File: config.mk
export PLATFORM = sky130hd
export DESIGN_NAME = onehot_reducer_flat
export DESIGN_NICKNAME = d
export VERILOG_FILES = /design/src/rtl/onehot_reducer_if.sv /design/src/rtl/onehot_reducer.sv /design/src/flat_wrapper.sv
export SDC_FILE = /design/constraint.sdc
export NUM_CORES = 1
export LEC_CHECK = 0
export CAP_MARGIN = 5
export CORE_AREA = 2 2 39 41
export CTS_BUF_LIST = sky130_fd_sc_hd__clkbuf_4 sky130_fd_sc_hd__clkbuf_8
export CTS_CLUSTER_DIAMETER = 150
export DETAILED_ROUTE_END_ITERATION = 10
export DIE_AREA = 0 0 41 43
export PLACE_DENSITY = 0.83
export SYNTH_ARGS = -nofsm -noshare
export SYNTH_HDL_FRONTEND = slang
export SYNTH_SLANG_ARGS = --single-unit
File: constraint.sdc
create_clock -name clk -period 1.7 [get_ports clk]
set_input_delay 0.255 -clock clk [delete_from_list [all_inputs] [get_ports clk]]
set_output_delay 0.255 -clock clk [all_outputs]
set_load 0.01 [all_outputs]
File: src/rtl/onehot_reducer_if.sv
// Handshake bundle for the one-hot reducer.
// Master drives load/clear; slave returns the working vector and status.
interface onehot_reducer_if #(
   parameter int WIDTH = 4,
   parameter int CNT_W = 3
);
   logic             start;
   logic [WIDTH-1:0] din;
   logic             clear;
   logic [WIDTH-1:0] vec_out;
   logic             vec_valid;
   logic             busy;
   logic             done;
   logic             err;
   logic [CNT_W-1:0] steps;

   modport master (
      output start, din, clear,
      input  vec_out, vec_valid, busy, done, err, steps
   );

   modport slave (
      input  start, din, clear,
      output vec_out, vec_valid, busy, done, err, steps
   );
endinterface

File: src/rtl/onehot_reducer.sv
// Loads a nonzero vector and clears its lowest set bit each cycle
// until only the original MSB remains; counts the clears.
module onehot_reducer #(
   parameter int WIDTH = 4,
   parameter int CNT_W = 3
) (
   input logic clk,
   input logic rst,
   onehot_reducer_if.slave bus
);
   typedef enum logic [1:0] {IDLE, RUN, DONE, ERR} state_t;

   localparam logic [WIDTH-1:0] ONE = WIDTH'(1);
   localparam logic [CNT_W-1:0] CMAX = {CNT_W{1'b1}};

   state_t           state, state_n;
   logic [WIDTH-1:0] vec_q, vec_n;
   logic [CNT_W-1:0] cnt_q, cnt_n;
   logic [WIDTH-1:0] vec_lo;
   logic             is_onehot;

   // Lowest-set-bit clear and exactly-one-bit test on the working vector
   always_comb begin
      vec_lo    = vec_q & (vec_q - ONE);
      is_onehot = (vec_q != '0) && (vec_lo == '0);
   end

   // State and working registers with synchronous reset
   always_ff @(posedge clk) begin
      if (rst) begin
         state <= IDLE;
         vec_q <= '0;
         cnt_q <= '0;
      end else begin
         state <= state_n;
         vec_q <= vec_n;
         cnt_q <= cnt_n;
      end
   end

   // Next state: load from IDLE/DONE/ERR, reduce while in RUN
   always_comb begin
      state_n = state;
      vec_n   = vec_q;
      cnt_n   = cnt_q;
      unique case (state)
         RUN: begin
            if (is_onehot) begin
               state_n = DONE;
            end else begin
               vec_n = vec_lo;
               if (cnt_q != CMAX) cnt_n = cnt_q + 1'b1;
            end
         end
         IDLE, DONE, ERR: begin
            if (bus.start) begin
               cnt_n = '0;
               if (bus.din != '0) begin
                  state_n = RUN;
                  vec_n   = bus.din;
               end else begin
                  state_n = ERR;
                  vec_n   = '0;
               end
            end else if (bus.clear && state != IDLE) begin
               state_n = IDLE;
               vec_n   = '0;
               cnt_n   = '0;
            end
         end
         default: state_n = IDLE;
      endcase
   end

   // Status outputs decoded from the registered state
   always_comb begin
      bus.vec_out   = vec_q;
      bus.steps     = cnt_q;
      bus.busy      = (state == RUN);
      bus.done      = (state == DONE);
      bus.err       = (state == ERR);
      bus.vec_valid = (state == RUN) || (state == DONE);
   end
endmodule

File: src/flat_wrapper.sv
// flat-port wrapper written by rule: the top's interface ports become plain ports
module onehot_reducer_flat 
#(
   parameter int WIDTH = 4,
   parameter int CNT_W = 3
)
  (clk, rst, bus_start, bus_din, bus_clear, bus_vec_out, bus_vec_valid, bus_busy, bus_done, bus_err, bus_steps);
  onehot_reducer_if #(.WIDTH(WIDTH), .CNT_W(CNT_W)) bus_i ();
  input logic clk;
  input logic rst;
  input wire logic [$bits(bus_i.start)-1:0] bus_start;
  input wire logic [$bits(bus_i.din)-1:0] bus_din;
  input wire logic [$bits(bus_i.clear)-1:0] bus_clear;
  output wire logic [$bits(bus_i.vec_out)-1:0] bus_vec_out;
  output wire logic [$bits(bus_i.vec_valid)-1:0] bus_vec_valid;
  output wire logic [$bits(bus_i.busy)-1:0] bus_busy;
  output wire logic [$bits(bus_i.done)-1:0] bus_done;
  output wire logic [$bits(bus_i.err)-1:0] bus_err;
  output wire logic [$bits(bus_i.steps)-1:0] bus_steps;
  assign bus_i.start = bus_start;
  assign bus_i.din = bus_din;
  assign bus_i.clear = bus_clear;
  assign bus_vec_out = bus_i.vec_out;
  assign bus_vec_valid = bus_i.vec_valid;
  assign bus_busy = bus_i.busy;
  assign bus_done = bus_i.done;
  assign bus_err = bus_i.err;
  assign bus_steps = bus_i.steps;
  onehot_reducer #(.WIDTH(WIDTH), .CNT_W(CNT_W)) u_core (.clk(clk), .rst(rst), .bus(bus_i));
endmodule
==> out/metrics.csv <==
metric;value;unit
overflow;0;
synth-seq-cells;9;
dr_wl_met3;70;um
first_global_vias;484;
met1Wirelength;633;um
synth_area;544;sq um
num_io_pins;19;
antenna_violations_before_repair;0;
setup_total_negative_slack;0;ns
min_clock_period_post_route;1.62;ns
floorplan.rows;14;
synth-main-ff-cell;sky130_fd_sc_hd__dfxtp_1;
slew_headroom;0.676;
cellLeakagePower;0.327;nW
post_cts_setup_inserts;0;
layout.cells.non_filler;105;
postCtsHoldBufs;0;
outcome;finished clean;
hold_path.startpoint;u_core.bus.steps[1];
insertedDiodeCount;0;
buffer_ports.inserted;18;
clk-insertion-delay-late;0.27;ns
antenna_left;0;
area_enclosed_by_the_die_boundary;0.00176;sq mm
drive_above_1_share;0.146;
min_delay_worst_endpoint;u_core.bus.steps[1];
number_of_flops_mapped_to_enable_cells_by_yosys;0;
gpl.final_weighted_congestion;0.817;
dp_cells;101;
place_worst_setup_slack;0.111;ns
clkSinkCount;9;
seq_area_frac_synth;0.331;
number_of_gates_resized_after_cts;4;
post_drt_wl_per_cell;12.2;um
drt-vias-per-instance;5.30;
initial_utilization;0.393;
drt-pass1-iter-count;4;
detailroute.via_count;557;
routed.top_layer;met4;
final_hold_vios;0;
globalRouteTotalUtil;0.174;
grt_first_pass_wirelength;2.07;mm
worst-endpoint-arrival;1.37;ns
synth.top_cells.by_area;sky130_fd_sc_hd__dfxtp_1 33%, sky130_fd_sc_hd__ha_1 14%, sky130_fd_sc_hd__a31oi_1 4.6%;
max_fo_critical_path;3;
n_fill_cell;133;
setup_slack;0.0781;ns
rsz0062_at_grt;no;
numCtsBuffers;3;
worst_ep_required_time;1.44;ns
cts-htree-levels;1;
rrSetupSlack;0.14;ns
floorplan_core_area;0.00138;sq mm
multi_input_area;334;sq um
end_of_the_worst_register_to_register_path;u_core.bus.steps[1];
ys_async_sr_fraction;0;
path_clk_slew;0.07;ns
drv.max_cap_violation_count;0;
cts_root_buffer_type;sky130_fd_sc_hd__clkbuf_4;
max_slew.worst_pin.slew;0.479;ns
drt_iter0_drc;15;
floorplan.die.width;41;um
holdPathStages;2;
cts-root-to-sink-buffers;2;
worst_setup_path_end_kind;output pin;
timing.reg2reg.worst_path_depth;6;
yosys.area.top_type_share;0.331;
peakVddDrop;0.366;mV
report.final.setup_viol;0;
layout.area.seq;183;sq um
chipHeight;43;um
final_core_utilization;0.574;
totalWireLength;1.28;mm
fmax;617;MHz
rr_startpoint;u_core.bus.steps[0];
critPathLaunchType;flop;
synthesis.area_per_instance;8.37;sq um
timing.final.max_slew_violations;0;
synth_area_leader_cell;sky130_fd_sc_hd__dfxtp_1;
tritoncts;built;
netlist_instances;65;
layout-area-overhead-vs-synth;46.0;%
layout_worst_path_cycle_share;0.954;
finalPower;0.619;mW
ys.warnings.count;0;
finish.net_count;104;
critPathKind;reg -> out;
synth_nets;79;
hold_path.class;reg -> reg;
final.setup_skew;0.0101;ns
met2_length;551;um
drc;0;
dp_hpwl;971;um
number_of_unique_standard_cell_types_used_by_synthesis;24;
power_density;779;mW/mm^2
grt_max_degree;13;
sequential cells by signal, indices dropped and copies added, names as in the netlist:
register and flops:
u_core.state 2, u_core.bus.vec_out 4, u_core.bus.steps 3
placed cells by master (no fill, tap or decap), drive strengths merged:
| cell type | count |
|---|---|
| clkdlybuf4s50 | 16 |
| dfxtp | 9 |
| inv | 6 |
| nand2 | 6 |
| ha | 6 |
| o21ai | 4 |
| nor2 | 4 |
| a31oi | 4 |
| buf | 4 |
| a21oi | 3 |
| nand3b | 3 |
| nand3 | 3 |
| clkbuf | 3 |
| nor4b | 2 |
| o22ai | 2 |
| dlygate4sd2 | 2 |
| xor2 | 1 |
| a211o | 1 |
| a211oi | 1 |
| and3 | 1 |
| o21bai | 1 |
| nor3 | 1 |
| a221oi | 1 |
| nor2b | 1 |
| a2111oi | 1 |
| a311oi | 1 |
| a22o | 1 |
| clkinv | 1 |
cell usage after synthesis (2+ instances only):
cell,count
sky130_fd_sc_hd__nand2_1,6
sky130_fd_sc_hd__nand3_1,3
sky130_fd_sc_hd__ha_1,6
sky130_fd_sc_hd__dfxtp_1,9
sky130_fd_sc_hd__clkbuf_1,2
sky130_fd_sc_hd__o21ai_0,4
sky130_fd_sc_hd__nor4b_1,2
sky130_fd_sc_hd__o22ai_1,2
sky130_fd_sc_hd__inv_1,6
sky130_fd_sc_hd__a21oi_1,3
sky130_fd_sc_hd__nor2_1,4
sky130_fd_sc_hd__a31oi_1,4
sky130_fd_sc_hd__nand3b_1,3
metrics by stage:
step           cell area (sq um)  hold slack [ns]
6_report                     795            0.512
5_1_grt                      795            0.536
4_1_cts                      795            0.511
3_5_place_dp                 767            0.501
3_3_place_gp                 767            0.502
2_1_floorplan                544            0.385
where the power goes:
group          internal (mW)  switching, mW
sequential             0.229         0.0205
clock                 0.0870         0.0843
combinational          0.105         0.0933
per-layer routing:
layer,up-vias,GRT usage
met4,0,0.100
met5,-,0
met1,250,0.255
met2,15,0.219
li1,288,-
met3,4,0.0471
worst max-delay path by stage:
stage	startpoint	to
final	u_core.state[0]	bus_done
after global routing	u_core.state[0]	bus_done
after floorplan	u_core.state[1]	u_core.state[1]
after CTS	u_core.state[0]	bus_done
after detailed placement	bus_start	u_core.state[1]
after global placement	u_core.bus.steps[0]	u_core.bus.steps[1]
final cells by class:
| cell class | instances | share of cell area |
|---|---|---|
| Clock inverter | 1 | 0.00630 |
| Inverter | 6 | 0.0283 |
| Tap cell | 16 | 0.0252 |
| Sequential cell | 9 | 0.230 |
| Clock buffer | 3 | 0.0283 |
| Timing Repair Buffer | 22 | 0.261 |
| Multi-Input combinational cell | 48 | 0.420 |
worst max-delay path, cell delays in order (launching register included):
cell,delay [ns]
sky130_fd_sc_hd__dfxtp_2,0.33
sky130_fd_sc_hd__inv_1,0.09
sky130_fd_sc_hd__ha_1,0.15
sky130_fd_sc_hd__clkdlybuf4s50_1,0.53
cell families after synthesis:
kind of cell    Yosys count  synth area share
simple gates             21             0.205
buf+inv                   8            0.0552
flops                     9             0.331
fa+ha+maj                 6             0.138
xor+xnor                  1            0.0161
compound gates           20             0.255
Power figures use the tool's default switching activity.
